===== config.mk =====
export PLATFORM = sky130hd
export DESIGN_NAME = nfca_txn_arbiter
export DESIGN_NICKNAME = d
export VERILOG_FILES = /design/src/rtl/nfca_pkg.sv /design/src/rtl/nfca_txn_arbiter_rr_arb2.sv /design/src/rtl/nfca_txn_arbiter.sv
export SDC_FILE = /design/constraint.sdc
export NUM_CORES = 1
export LEC_CHECK = 0
export BUFFER_PORTS_ARGS = -buffer_cell sky130_fd_sc_hd__buf_2
export CAP_MARGIN = 20
export CORE_MARGIN = 4
export CORE_UTILIZATION = 55
export CTS_BUF_LIST = sky130_fd_sc_hd__clkbuf_4
export CTS_CLUSTER_DIAMETER = 120
export CTS_CLUSTER_SIZE = 25
export DETAILED_ROUTE_END_ITERATION = 7
export HOLD_SLACK_MARGIN = 0.12
export PLACE_DENSITY = 0.76
export SETUP_SLACK_MARGIN = 0.02
export SYNTH_ARGS = -nofsm -noshare
export SYNTH_HDL_FRONTEND = slang
export SYNTH_SLANG_ARGS = --single-unit
export TNS_END_PERCENT = 100

===== constraint.sdc =====
create_clock -name clk -period 5.45 [get_ports clk]
set_clock_uncertainty 0.2 [all_clocks]
set_input_delay 1.09 -clock clk [delete_from_list [all_inputs] [get_ports clk]]
set_output_delay 1.09 -clock clk [all_outputs]
set_load 0.02 [all_outputs]

===== src/rtl/nfca_pkg.sv =====
// Shared definitions for the NFC-A transceiver arbiter: result codes, FSM
// state encoding, counter width and the 81.36 MHz default cycle counts.
package nfca_pkg;

  localparam int unsigned CNT_W = 24;

  // 5 ms guard, 10 ms TX watchdog / RX window, 100 ms carrier hold
  localparam logic [CNT_W-1:0] GUARD_CYC_DEF   = 24'd406800;
  localparam logic [CNT_W-1:0] TIMEOUT_CYC_DEF = 24'd813600;
  localparam logic [CNT_W-1:0] HOLD_CYC_DEF    = 24'd8136000;

  typedef enum logic [1:0] {
    RES_OK      = 2'd0,
    RES_TIMEOUT = 2'd1,
    RES_RXERR   = 2'd2,
    RES_ABORT   = 2'd3
  } nfca_res_e;

  typedef enum logic [2:0] {
    ST_IDLE    = 3'd0,
    ST_GUARD   = 3'd1,
    ST_TX_GO   = 3'd2,
    ST_TX_WAIT = 3'd3,
    ST_RX_WAIT = 3'd4,
    ST_END     = 3'd5
  } nfca_state_e;

endpackage


===== src/rtl/nfca_txn_arbiter_rr_arb2.sv =====
// Two-way round-robin pick. The pick is combinational from the live request
// vector; only the "last granted" pointer is stored.
module nfca_rr_arb2
  import nfca_pkg::*;
(
  input  logic       clk,
  input  logic       rstn,
  input  logic [1:0] req_i,
  input  logic       upd_i,
  input  logic [1:0] upd_gnt_i,
  output logic [1:0] pick_o
);

  // last_q = index of the requester granted most recently
  logic last_q, last_d;

  // Single request wins outright; on a tie the one not served last goes first
  always_comb begin
    pick_o = 2'b00;
    last_d = last_q;
    case (req_i)
      2'b01:   pick_o = 2'b01;
      2'b10:   pick_o = 2'b10;
      2'b11:   pick_o = last_q ? 2'b01 : 2'b10;
      default: pick_o = 2'b00;
    endcase
    if (upd_i) last_d = upd_gnt_i[1];
  end

  // Pointer resets to "requester 1 last" so requester 0 is preferred
  always_ff @(posedge clk or negedge rstn) begin
    if (!rstn) last_q <= 1'b1;
    else       last_q <= last_d;
  end

endmodule


===== src/rtl/nfca_txn_arbiter.sv =====
// Shares one NFC-A transceiver core between the UART host path (req 0) and
// the local poll engine (req 1): grants, carrier guard, TX, RX window,
// result report and carrier idle hold.
//
// state    | meaning
// ---------+-------------------------------------------------------------
// IDLE     | no grant; arbitrate; carrier hold timer running
// GUARD    | carrier just raised, unmodulated carrier before first TX
// TX_GO    | one cycle; registers the tx_start pulse
// TX_WAIT  | waiting for tx_done, watchdog running
// RX_WAIT  | rx_on high, waiting for rx_done, RX window timer running
// END      | done pulse to granted requester, rr pointer update
module nfca_txn_arbiter
  import nfca_pkg::*;
#(
  parameter logic [CNT_W-1:0] GUARD_CYC   = GUARD_CYC_DEF,
  parameter logic [CNT_W-1:0] TIMEOUT_CYC = TIMEOUT_CYC_DEF,
  parameter logic [CNT_W-1:0] HOLD_CYC    = HOLD_CYC_DEF
) (
  input  logic       clk,
  input  logic       rstn,
  input  logic [1:0] req,
  output logic [1:0] gnt,
  output logic [1:0] done,
  output logic [1:0] result,
  output logic       busy,
  output logic       carrier_en,
  output logic       tx_start,
  input  logic       tx_done,
  output logic       rx_on,
  input  logic       rx_done,
  input  logic       rx_err
);

  nfca_state_e      state_q, state_d;
  logic [CNT_W-1:0] cnt_q, cnt_d;
  logic [1:0]       gnt_q, gnt_d;
  nfca_res_e        result_q, result_d;
  logic             carrier_q, carrier_d;
  logic             abort_q, abort_d;
  logic             tx_start_q;
  logic [1:0]       pick;
  logic             req_g, guard_hit, to_hit, hold_hit;

  assign req_g     = |(req & gnt_q);
  // TX_GO is the last guard cycle, so the guard count starts at 1 and the
  // carrier runs exactly GUARD_CYC cycles before tx_start.
  assign guard_hit = (cnt_q >= (GUARD_CYC - CNT_W'(1)));
  assign to_hit    = (cnt_q == (TIMEOUT_CYC - CNT_W'(1)));
  assign hold_hit  = (cnt_q == (HOLD_CYC - CNT_W'(1)));

  nfca_rr_arb2 u_arb (
    .clk       (clk),
    .rstn      (rstn),
    .req_i     (req),
    .upd_i     (state_q == ST_END),
    .upd_gnt_i (gnt_q),
    .pick_o    (pick)
  );

  // Next-state, grant, result and carrier decisions; shared timer reload
  always_comb begin
    state_d   = state_q;
    gnt_d     = gnt_q;
    result_d  = result_q;
    carrier_d = carrier_q;
    abort_d   = abort_q;
    case (state_q)
      ST_IDLE: begin
        abort_d = 1'b0;
        if (pick != 2'b00) begin
          gnt_d = pick;
          if (carrier_q) begin
            state_d = ST_TX_GO;
          end else begin
            state_d   = ST_GUARD;
            carrier_d = 1'b1;
          end
        end else if (hold_hit) begin
          carrier_d = 1'b0;
        end
      end
      ST_GUARD: begin
        if (!req_g) begin
          state_d  = ST_END;
          result_d = RES_ABORT;
        end else if (guard_hit) begin
          state_d = ST_TX_GO;
        end
      end
      ST_TX_GO: begin
        state_d = ST_TX_WAIT;
        abort_d = ~req_g;
      end
      ST_TX_WAIT: begin
        // once TX is on air it must finish; a dropped request only marks abort
        abort_d = abort_q | ~req_g;
        if (tx_done) begin
          if (abort_d) begin
            state_d  = ST_END;
            result_d = RES_ABORT;
          end else begin
            state_d = ST_RX_WAIT;
          end
        end else if (to_hit) begin
          state_d  = ST_END;
          result_d = abort_d ? RES_ABORT : RES_TIMEOUT;
        end
      end
      ST_RX_WAIT: begin
        if (rx_done) begin
          state_d  = ST_END;
          result_d = rx_err ? RES_RXERR : RES_OK;
        end else if (!req_g) begin
          state_d  = ST_END;
          result_d = RES_ABORT;
        end else if (to_hit) begin
          state_d  = ST_END;
          result_d = RES_TIMEOUT;
        end
      end
      ST_END: begin
        state_d = ST_IDLE;
        gnt_d   = 2'b00;
      end
      default: state_d = ST_IDLE;
    endcase

    if (state_d != state_q) cnt_d = (state_d == ST_GUARD) ? CNT_W'(1) : '0;
    else                    cnt_d = cnt_q + CNT_W'(1);
  end

  // State and output registers; reset drops carrier and kills any transaction
  always_ff @(posedge clk or negedge rstn) begin
    if (!rstn) begin
      state_q    <= ST_IDLE;
      cnt_q      <= '0;
      gnt_q      <= 2'b00;
      result_q   <= RES_OK;
      carrier_q  <= 1'b0;
      abort_q    <= 1'b0;
      tx_start_q <= 1'b0;
    end else begin
      state_q    <= state_d;
      cnt_q      <= cnt_d;
      gnt_q      <= gnt_d;
      result_q   <= result_d;
      carrier_q  <= carrier_d;
      abort_q    <= abort_d;
      tx_start_q <= (state_q == ST_TX_GO);
    end
  end

  assign gnt        = gnt_q;
  assign done       = (state_q == ST_END) ? gnt_q : 2'b00;
  assign result     = result_q;
  assign busy       = |gnt_q;
  assign carrier_en = carrier_q;
  assign tx_start   = tx_start_q;
  assign rx_on      = (state_q == ST_RX_WAIT);

endmodule


Word level (Yosys, flattened, before mapping):

Cells that the tools add are included.

* $add $sub $neg: 1
* order comparisons: 1
* eq/ne operators: 17
* muxes and demuxes: 30
* bitwise logic cells: 3
* reductions and logical operators: 11

Operator list (count)
* two-way mux 2 bit: 13
* adder 24 x 1 -> 24 bit, second input constant: 1
* equality test 24 x 20 -> 1 bit, second input constant: 1
* equality test 24 x 23 -> 1 bit, second input constant: 1
* greater-or-equal comparator 24 x 19 -> 1 bit, second input constant: 1
* two-way mux 24 bit: 1
* two-way mux 3 bit: 7
* case mux 3 bit (5 select lines): 1
* case mux 2 bit (3 select lines): 2
* equality test 3 x 1 -> 1 bit, second input constant: 2
* equality test 3 x 2 -> 1 bit, second input constant: 2
* equality test 3 bit, second input constant: 2
* != test 3 bit, second input constant: 2
* nonzero test 2 bit: 3
* nonzero test 3 bit: 2
* AND reduction 5 bit: 1
* equality test 2 bit, second input constant: 2
* two-way mux 1 bit: 4
* != test 2 bit, second input constant: 2
* != test 4 x 3 -> 1 bit, second input constant: 1
* case mux 2 bit (2 select lines): 1
* AND reduction 2 bit: 2
* OR reduction 2 bit: 2
* zero test 3 bit: 1
* 6 further kinds: 6

* flip-flop bits (word level): 35
* input port bits: 7
* output and inout port bits: 10
* logic and storage cells: 71

Depth between registers and ports, before layout:

Gate-level depths: netlist of the first run.

* depth after elaboration: 10
* mapped depth: 7
* mapped depth without buffers: 6

Hierarchy:

Synthesis of the first run repeated with hierarchy kept, for this count alone.

* cell total of the unflattened synthesis: 227
* area, all modules: 2089.5 µm²

By module, submodules not included
* nfca_txn_arbiter: times used 1, cells each 221, area each 2028.2 µm², seq. area each 850.8 µm²
* nfca_rr_arb2: times used 1, cells each 6, area each 61.3 µm², seq. area each 26.3 µm²

Worst setup path after synthesis of the first run:

Ideal clock, no wire load.

* kind: input port to flip-flop
* start: input port req[0]
* end: register result_q[1], in the netlist result[1]
* library setup time: 128 ps
* arrival time: 2359 ps
* required time: 5122 ps
* setup slack: 2763 ps
* stages on the path: 5
* path buffers: 0
* cells stage by stage: a22oi_1 -> or2_1 -> o21ai_1 -> a221oi_2 -> mux2_1

* cells in the longest elaborated chain, start to end: 8
* elaborated cells on any way between the ends: 14
* those cells by class: eq/ne: 3; mux: 6; bitwise: 3; reduce/logical: 2

RTL lines
* from (decl): line nfca_txn_arbiter.sv:22 `input logic [1:0] req,`
* bitwise AND 2 bit *: line nfca_txn_arbiter.sv:45 `assign req_g = |(req & gnt_q);`
* OR reduction 2 bit *: line nfca_txn_arbiter.sv:45
* inverter 1 bit: line nfca_txn_arbiter.sv:97 `abort_d = abort_q | ~req_g;`
* OR 1 bit: line nfca_txn_arbiter.sv:97
* two-way mux 2 bit: line nfca_txn_arbiter.sv:107 `result_d = abort_d ? RES_ABORT : RES_TIMEOUT;`
* two-way mux 2 bit: line nfca_txn_arbiter.sv:105 `end else if (to_hit) begin`
* two-way mux 2 bit: line nfca_txn_arbiter.sv:98 `if (tx_done) begin`
* case mux 2 bit (3 select lines): line nfca_txn_arbiter.sv:68 `case (state_q)`
* to (signal assigned): line nfca_txn_arbiter.sv:147 `result_q <= result_d;`
* to (decl): line nfca_txn_arbiter.sv:38 `nfca_res_e result_q, result_d;`

Every way passes the cells marked *; elsewhere a longest branch is shown, timed or not. The select of a mux whose other input is x is not followed.
A chain may end at the register's enable or synchronous reset.

Final worst setup path of the first run:

* start: input port req[0]
* end: register cnt_q[9]

* cells in the longest elaborated chain, start to end: 9
* elaborated cells on any way between the ends: 18
* those cells by class: eq/ne: 4; mux: 9; bitwise: 3; reduce/logical: 2

RTL lines
* bitwise AND 2 bit: line nfca_txn_arbiter.sv:45
* OR reduction 2 bit: line nfca_txn_arbiter.sv:45
* inverter 1 bit: line nfca_txn_arbiter.sv:97
* OR 1 bit: line nfca_txn_arbiter.sv:97
* two-way mux 1 bit: line nfca_txn_arbiter.sv:99 `if (abort_d) begin`
* two-way mux 3 bit: line nfca_txn_arbiter.sv:98
* case mux 3 bit (5 select lines) *: line nfca_txn_arbiter.sv:68
* != test 3 bit *: line nfca_txn_arbiter.sv:129 `if (state_d != state_q) cnt_d = (state_d == ST_GUARD) ? CNT_W'(1) : '0;`
* two-way mux 24 bit *: line nfca_txn_arbiter.sv:129
* named net cnt_d[9]: line nfca_txn_arbiter.sv:36 `logic [CNT_W-1:0] cnt_q, cnt_d;`
* to (signal assigned): line nfca_txn_arbiter.sv:145 `cnt_q <= cnt_d;`
* to (decl): line nfca_txn_arbiter.sv:36

Mark *: on every way through the listed nets, which the timed path passes. The rest lies on a longest branch.

==> flow_results.xml, run 1 <==
<?xml version="1.0" encoding="UTF-8"?>
<metrics>
  <group name="status">
    <metric name="outcome" unit="">completed</metric>
  </group>
  <group name="flow_run">
    <metric name="timing.max_cap.violations" unit="">0</metric>
  </group>
  <group name="clocking">
    <metric name="cts_root_buf" unit="">sky130_fd_sc_hd__clkbuf_4</metric>
    <metric name="numCtsBuffers" unit="">5</metric>
    <metric name="cts_resized" unit="">0</metric>
    <metric name="clk-insertion-delay-late" unit="ns">0.34</metric>
    <metric name="ctsHoldBuffers" unit="">0</metric>
    <metric name="clock_slew_seen_by_the_registers_of_the_worst_setup_and_hold_paths" unit="ns">0.11</metric>
    <metric name="cts_tree" unit="">done</metric>
    <metric name="cts.sinks" unit="">35</metric>
    <metric name="htreeDepth" unit="">2</metric>
    <metric name="cts.path.max_buffers" unit="">2</metric>
    <metric name="postCtsSetupRepairBufs" unit="">0</metric>
  </group>
  <group name="critical_path">
    <metric name="crit_path_max_fanout" unit="">24</metric>
    <metric name="worstSetupStartpoint" unit="">req[0]</metric>
    <metric name="critPathRequiredTime" unit="ns">5.43</metric>
    <metric name="timing.critical_path.to" unit="">cnt_q[9]</metric>
    <metric name="path_delay_family" unit="">compound AO/OA/AOI/OAI gates</metric>
    <metric name="setup.reg_to_reg.worst_slack" unit="ns">2.82</metric>
    <metric name="timing.reg2reg.worst_path_depth" unit="">5</metric>
    <metric name="crit_path_cell_trace" unit="">buf_2 -&gt; a22oi_1 -&gt; nor2b_1 -&gt; o32ai_1 -&gt; o21ai_2 -&gt; nor3_1</metric>
    <metric name="worst-setup-path-type" unit="">in2reg</metric>
    <metric name="regToRegStartpoint" unit="">cnt_q[20]</metric>
    <metric name="worstSetupPathDepth" unit="">6</metric>
    <metric name="timing.critical_path.slowest_stage_cell" unit="">sky130_fd_sc_hd__o21ai_2</metric>
    <metric name="worst_path_buf_inv" unit="">1</metric>
    <metric name="worst_setup_path_start_kind" unit="">input port</metric>
    <metric name="end_kind" unit="">flop</metric>
    <metric name="worst_r2r_endpoint" unit="">cnt_q[9]</metric>
    <metric name="cp_slowest_stage_delay" unit="ns">0.77</metric>
    <metric name="cp_data_arrival_time" unit="ns">3.03</metric>
  </group>
  <group name="global_route">
    <metric name="vias_in_the_first_global_route" unit="">1653</metric>
    <metric name="overflow" unit="">0</metric>
    <metric name="grtUsageMet1" unit="%">25.5</metric>
    <metric name="grt_pass1_wl" unit="µm">7560</metric>
    <metric name="global_route.usage.met3" unit="%">5.22</metric>
    <metric name="track_usage" unit="%">19.1</metric>
    <metric name="grt_start_max_net_pins" unit="">36</metric>
    <metric name="grt_busiest_layer" unit="">met2</metric>
    <metric name="grt_antenna_before_repair" unit="">0</metric>
    <metric name="grt_util_met2" unit="%">29.7</metric>
  </group>
  <group name="layout">
    <metric name="area_growth" unit="%">7.77</metric>
    <metric name="final_area" unit="µm²">2220</metric>
    <metric name="most_common_cell_after_layout_fill_and_taps_aside" unit="">sky130_fd_sc_hd__dfrtp_1</metric>
    <metric name="layout_cells_sized_above_1" unit="%">16.2</metric>
    <metric name="num-nets-final" unit="">242</metric>
    <metric name="antenna_cells" unit="">0</metric>
    <metric name="final_cells" unit="">281</metric>
    <metric name="most-common-layout-cells" unit="">sky130_fd_sc_hd__dfrtp_1 (34), sky130_fd_sc_hd__nor3_1 (25), sky130_fd_sc_hd__buf_2 (16)</metric>
  </group>
  <group name="sta">
    <metric name="fin_ws" unit="ns">2.40</metric>
    <metric name="hold_violations" unit="">0</metric>
    <metric name="layout_worst_path_cycle_share" unit="%">56.0</metric>
    <metric name="fmaxAchievable" unit="MHz">328</metric>
    <metric name="slew_viol_final" unit="">0</metric>
    <metric name="timing.final.setup_violations" unit="">0</metric>
    <metric name="setup-tns-final" unit="ns">0</metric>
    <metric name="grt_setup_unrepaired" unit="">false</metric>
    <metric name="timing_worst_slew_pin_value" unit="ns">0.945</metric>
    <metric name="timing.slew.headroom" unit="%">37.0</metric>
    <metric name="timing.final.crit_period" unit="ns">3.05</metric>
  </group>
  <group name="drt">
    <metric name="route.detailed.wl_per_inst" unit="µm">15.2</metric>
    <metric name="antenna_violating_nets_post_route" unit="">0</metric>
    <metric name="firstDrtPassIters" unit="">4</metric>
    <metric name="detail_route.drc_violations" unit="">0</metric>
    <metric name="detail_route.iter0.violations" unit="">166</metric>
    <metric name="num_vias" unit="">1675</metric>
    <metric name="detail_route.wirelength" unit="µm">4260</metric>
    <metric name="post_drt_via_cell_ratio" unit="">5.96</metric>
  </group>
  <group name="placement">
    <metric name="area_of_placed_instances" unit="µm²">2160</metric>
    <metric name="place.port_buffers" unit="">16</metric>
    <metric name="dp_hpwl" unit="µm">2930</metric>
    <metric name="place_inst" unit="">273</metric>
    <metric name="finalWeightedCongestion" unit="">0.943</metric>
    <metric name="placement.setup.worst_slack" unit="ns">1.97</metric>
  </group>
  <group name="floorplan">
    <metric name="fp.coreArea" unit="µm²">3470</metric>
    <metric name="std_cell_rows" unit="">21</metric>
    <metric name="io_pins" unit="">17</metric>
    <metric name="die_y" unit="µm">69.2</metric>
    <metric name="die_w" unit="µm">69.2</metric>
    <metric name="fp.dieArea" unit="µm²">4790</metric>
    <metric name="floorplan.initialDensity" unit="%">59.4</metric>
  </group>
  <group name="logic_synthesis">
    <metric name="yosys_warnings" unit="">0</metric>
    <metric name="synth-seq-cells" unit="">35</metric>
    <metric name="synth_cell_area" unit="µm²">2060</metric>
    <metric name="syn_avg_cell_area" unit="µm²">9.37</metric>
    <metric name="synth.lib_cells_used.distinct" unit="">57</metric>
    <metric name="synth_nets" unit="">228</metric>
    <metric name="synth-main-ff-cell" unit="">sky130_fd_sc_hd__dfrtp_1</metric>
    <metric name="synth_edf_count" unit="">0</metric>
    <metric name="postSynth.asyncResetShare" unit="%">100</metric>
    <metric name="yosysSeqAreaShare" unit="%">42.6</metric>
    <metric name="synthCells" unit="">220</metric>
  </group>
  <group name="pwr">
    <metric name="power.static_leakage" unit="nW">0.903</metric>
    <metric name="powerDensity" unit="nW/µm²">374</metric>
    <metric name="worst_case_vdd_ir_drop" unit="mV">0.253</metric>
  </group>
  <group name="hold_path">
    <metric name="worstHoldPathType" unit="">reg2reg</metric>
  </group>
</metrics>
-- cells by family after synthesis --
kind of cell,Yosys count,synth area share (%)
XOR/XNOR,21,8.93
adder cells (fa/ha/maj),1,0.607
AND/OR/NAND/NOR,104,29.8
AO/OA/AOI/OAI,38,13.0
multiplexers,3,1.58
buffers and inverters,18,3.52
flip-flops,35,42.6
-- per-stage QoR --
step | power, W | utilization (%) | hold slack [ns]
2_1_floorplan | 0.000611 | - | 0.285
3_3_place_gp | 0.000687 | 62.4 | 0.274
3_5_place_dp | 0.000695 | 62.4 | 0.280
4_1_cts | 0.000843 | 64.0 | 0.306
5_1_grt | 0.000904 | 64.0 | 0.340
6_report | 0.000830 | 64.0 | 0.300
-- power breakdown --
group | internal, W | switching (W) | total [W]
Sequential | 0.000297 | 0.0000528 | 0.000350
Clock | 0.0000602 | 0.0000855 | 0.000146
Combinational | 0.000119 | 0.000216 | 0.000335
-- flip-flops by register name, indices dropped and copies added (netlist names) --
register,count
gnt,2
carrier_en,1
cnt_q,24
state_q,3
tx_start,1
u_arb.last_q,1
result,2
abort_q,1
-- Yosys cell counts, types with 3 or more instances --
master	count	share of area (%)
sky130_fd_sc_hd__inv_1	7	1.3
sky130_fd_sc_hd__a22oi_1	3	1.1
sky130_fd_sc_hd__nand3_1	9	2.2
sky130_fd_sc_hd__xor2_1	13	5.5
sky130_fd_sc_hd__nand4_1	7	2.1
sky130_fd_sc_hd__and2_1	3	0.91
sky130_fd_sc_hd__a21oi_1	7	1.7
sky130_fd_sc_hd__nor3_1	25	6.1
sky130_fd_sc_hd__nor3b_1	3	1.1
sky130_fd_sc_hd__buf_2	4	0.97
sky130_fd_sc_hd__clkbuf_1	6	1.1
sky130_fd_sc_hd__nand2_1	15	2.7
sky130_fd_sc_hd__o21ai_1	3	0.73
sky130_fd_sc_hd__nand2b_1	3	0.91
sky130_fd_sc_hd__nor2b_1	3	0.91
sky130_fd_sc_hd__xnor2_1	8	3.4
sky130_fd_sc_hd__o21ai_0	5	1.2
sky130_fd_sc_hd__nor2_1	13	2.4
sky130_fd_sc_hd__dfrtp_1	34	41
sky130_fd_sc_hd__and3_1	4	1.2
-- worst reg2reg max path, stage by stage (launching register included) --
cell,delay (ns)
sky130_fd_sc_hd__dfrtp_1,0.45
sky130_fd_sc_hd__nor4_4,0.37
sky130_fd_sc_hd__nand4_2,0.18
sky130_fd_sc_hd__o32a_1,0.39
sky130_fd_sc_hd__o21ai_2,0.73
sky130_fd_sc_hd__nor3_1,0.16
-- per-layer routing --
metal | vias up | wire [µm]
met5 | - | 0
met4 | 0 | 60
met3 | 7 | 180
met2 | 26 | 1990
met1 | 802 | 2030
li1 | 840 | -
-- how the worst min path moves through the flow --
stage | from | endpoint | slack (ns) | cells after the start
3_3_place_gp | result[1] | result[1] | 0.27 | 1
2_1_floorplan | cnt_q[0] | cnt_q[0] | 0.28 | 1
4_1_cts | result[1] | result[1] | 0.31 | 1
5_1_grt | result[1] | result[1] | 0.34 | 1
6_report | result[1] | result[1] | 0.30 | 1
3_5_place_dp | result[1] | result[1] | 0.28 | 1
-- layout make-up --
cell class	count	area [µm²]
clock buffer	7	52.6
clock inverter	1	5.00
fill	309	1250
inverter	8	30.0
multi-input combinational	167	1110
sequential	35	877
tap	46	57.6
timing repair buffer	17	87.6
(Power assumes the default switching activity.)
==> run 2: changes to the inputs <==
- clock period: 5.45 -> 2.9 ns (I/O delays scaled with it)
==> run 2 against run 1 <==
  * Die area did not move
  * Clock-buffer cell count up 1
  * Final cell count increased by 0.71%
  * Hold slack worse by 0.027 ns
  * Utilization up 0.58 points
  * First-iteration DRC count down 21%
  * Non-clock buffer count up 2
  * Worst setup slack worse by 2.0 ns
  * Combinational power increased by 97%
  * Wire length decreased by 0.89%
  * Critical endpoint is now rx_on
==> flow_results.xml, run 2 (same netlist as run 1, synthesis figures left out) <==
<?xml version="1.0" encoding="UTF-8"?>
<metrics>
  <group name="status">
    <metric name="outcome" unit="">completed</metric>
  </group>
  <group name="floorplan">
    <metric name="std_cell_rows" unit="">21</metric>
    <metric name="die_w" unit="µm">69.2</metric>
    <metric name="fp.coreArea" unit="µm²">3470</metric>
    <metric name="io_pins" unit="">17</metric>
    <metric name="die_y" unit="µm">69.2</metric>
    <metric name="floorplan.initialDensity" unit="%">59.4</metric>
    <metric name="fp.dieArea" unit="µm²">4790</metric>
  </group>
  <group name="sta">
    <metric name="grt_setup_unrepaired" unit="">false</metric>
    <metric name="timing.final.setup_violations" unit="">0</metric>
    <metric name="hold_violations" unit="">0</metric>
    <metric name="timing.final.crit_period" unit="ns">2.52</metric>
    <metric name="fmaxAchievable" unit="MHz">397</metric>
    <metric name="layout_worst_path_cycle_share" unit="%">86.8</metric>
    <metric name="timing_worst_slew_pin_value" unit="ns">0.772</metric>
    <metric name="setup-tns-final" unit="ns">0</metric>
    <metric name="timing.slew.headroom" unit="%">48.1</metric>
    <metric name="slew_viol_final" unit="">0</metric>
  </group>
  <group name="layout">
    <metric name="regArea" unit="µm²">877</metric>
    <metric name="top_register" unit="">cnt_q</metric>
    <metric name="max_ffs_per_register" unit="">24</metric>
    <metric name="nFillCells" unit="">309</metric>
    <metric name="most_common_cell_after_layout_fill_and_taps_aside" unit="">sky130_fd_sc_hd__dfrtp_1</metric>
    <metric name="layout_cells_sized_above_1" unit="%">16.5</metric>
    <metric name="num-nets-final" unit="">244</metric>
    <metric name="reg.largest.list" unit="">cnt_q x24, state_q x3</metric>
    <metric name="multi_input_area" unit="µm²">1110</metric>
    <metric name="antenna_cells" unit="">0</metric>
    <metric name="area_growth" unit="%">8.74</metric>
    <metric name="fin_util" unit="%">64.6</metric>
    <metric name="most-common-layout-cells" unit="">sky130_fd_sc_hd__dfrtp_1 (34), sky130_fd_sc_hd__nor3_1 (25), sky130_fd_sc_hd__buf_2 (16)</metric>
  </group>
  <group name="critical_path">
    <metric name="critPathRequiredTime" unit="ns">2.12</metric>
    <metric name="worst_path_buf_inv" unit="">2</metric>
    <metric name="worst-setup-path-type" unit="">reg2out</metric>
    <metric name="cp_slowest_stage_delay" unit="ns">0.62</metric>
    <metric name="end_kind" unit="">primary output</metric>
    <metric name="crit_path_max_fanout" unit="">15</metric>
    <metric name="path_delay_family" unit="">flip-flops</metric>
    <metric name="timing.critical_path.slowest_stage_cell" unit="">sky130_fd_sc_hd__dfrtp_1</metric>
    <metric name="crit_path_cell_trace" unit="">or3b_1 -&gt; inv_2 -&gt; buf_2</metric>
    <metric name="worst_setup_path_start_kind" unit="">flop</metric>
    <metric name="cp_data_arrival_time" unit="ns">1.74</metric>
  </group>
  <group name="pwr">
    <metric name="worst_case_vdd_ir_drop" unit="mV">0.532</metric>
    <metric name="powerDensity" unit="nW/µm²">712</metric>
    <metric name="power.static_leakage" unit="nW">0.913</metric>
  </group>
  <group name="global_route">
    <metric name="grt_pass1_wl" unit="µm">7700</metric>
    <metric name="overflow" unit="">0</metric>
    <metric name="grt_start_max_net_pins" unit="">36</metric>
    <metric name="track_usage" unit="%">19.5</metric>
    <metric name="grt_antenna_before_repair" unit="">0</metric>
    <metric name="vias_in_the_first_global_route" unit="">1566</metric>
  </group>
  <group name="hold_path">
    <metric name="worstHoldPathType" unit="">in2reg</metric>
  </group>
  <group name="clocking">
    <metric name="numCtsBuffers" unit="">5</metric>
    <metric name="clk-insertion-delay-late" unit="ns">0.34</metric>
    <metric name="cts.path.max_buffers" unit="">2</metric>
    <metric name="cts_tree" unit="">done</metric>
    <metric name="cts_resized" unit="">0</metric>
    <metric name="cts.sinks" unit="">35</metric>
    <metric name="clock_slew_seen_by_the_registers_of_the_worst_setup_and_hold_paths" unit="ns">0.10</metric>
    <metric name="htreeDepth" unit="">2</metric>
    <metric name="cts_root_buf" unit="">sky130_fd_sc_hd__clkbuf_4</metric>
  </group>
  <group name="drt">
    <metric name="route.detailed.wl_per_inst" unit="µm">14.9</metric>
    <metric name="detail_route.drc_violations" unit="">0</metric>
    <metric name="detail_route.wirelength" unit="µm">4220</metric>
    <metric name="firstDrtPassIters" unit="">4</metric>
    <metric name="detail_route.iter0.violations" unit="">131</metric>
    <metric name="num_vias" unit="">1677</metric>
    <metric name="antenna_violating_nets_post_route" unit="">0</metric>
    <metric name="post_drt_via_cell_ratio" unit="">5.93</metric>
  </group>
  <group name="flow_run">
    <metric name="timing.max_cap.violations" unit="">0</metric>
  </group>
  <group name="placement">
    <metric name="finalWeightedCongestion" unit="">0.910</metric>
    <metric name="dp_hpwl" unit="µm">2970</metric>
    <metric name="place.port_buffers" unit="">16</metric>
  </group>
</metrics>
[run 2: cell count changes in the layout (fill, tap and decap cells not counted), sizes merged]
cell,change
clkbuf,+1
dlygate4sd3,+1
buf,+1
clkinv,-1
[run 2: layout make-up]
| class | instances | share of cell area [%] |
|---|---|---|
| Multi-Input combinational cell | 167 | 49.6 |
| Sequential cell | 35 | 39.1 |
| Timing Repair Buffer | 19 | 4.69 |
| Clock buffer | 8 | 2.68 |
| Tap cell | 46 | 2.57 |
| Inverter | 8 | 1.34 |
[run 2: worst register-to-register path, stage by stage (launching register included)]
cell and delay [ns]:
sky130_fd_sc_hd__dfrtp_1 0.40, sky130_fd_sc_hd__ha_1 0.24, sky130_fd_sc_hd__nand3_2 0.17, sky130_fd_sc_hd__nor4_4 0.46, sky130_fd_sc_hd__nand3_1 0.21, sky130_fd_sc_hd__or3_1 0.35, sky130_fd_sc_hd__a211oi_1 0.27
[run 2: final timing paths]
kind	start	endpoint	slack, ns	cells past startpoint
min reg2reg	result[1]	result[1]	0.30	1
min in group asynchronous	rstn	tx_start	0.63	2
max	state_q[2]	rx_on	0.38	3
max in group asynchronous	rstn	cnt_q[21]	1.38	2
max reg2reg	cnt_q[0]	cnt_q[22]	0.50	6
min	rx_done	result[0]	0.27	2
[run 2: per-layer routing]
layer,routed length (µm),up-vias,track usage [%]
li1,-,839,-
met1,2070,799,29.4
met2,1920,32,27.8
met3,160,7,4.20
met4,65,0,5.86
met5,0,-,0
[run 2: power by group]
part           switching [W]  internal (W)
combinational       0.000416      0.000243
clock               0.000155      0.000125
sequential          0.000100      0.000558
total               0.000671      0.000925
[run 2: stage by stage]
stage	setup slack, ns	hold slack, ns	total power (W)	instance area (µm²)	instances
finish	0.384	0.273	0.00160	2240	283
CTS	0.387	0.263	0.00161	2240	283
global route	0.281	0.262	0.00172	2240	283
global placement	0.468	0.268	0.00131	2170	274
floorplan	0.686	0.0844	0.00115	2060	220
detailed placement	0.421	0.280	0.00133	2170	274
[run 2: timing repair]
item	in CTS	in global routing
buffers inserted	0	0
hold endpoints to repair	4	0
hold buffers	1	0
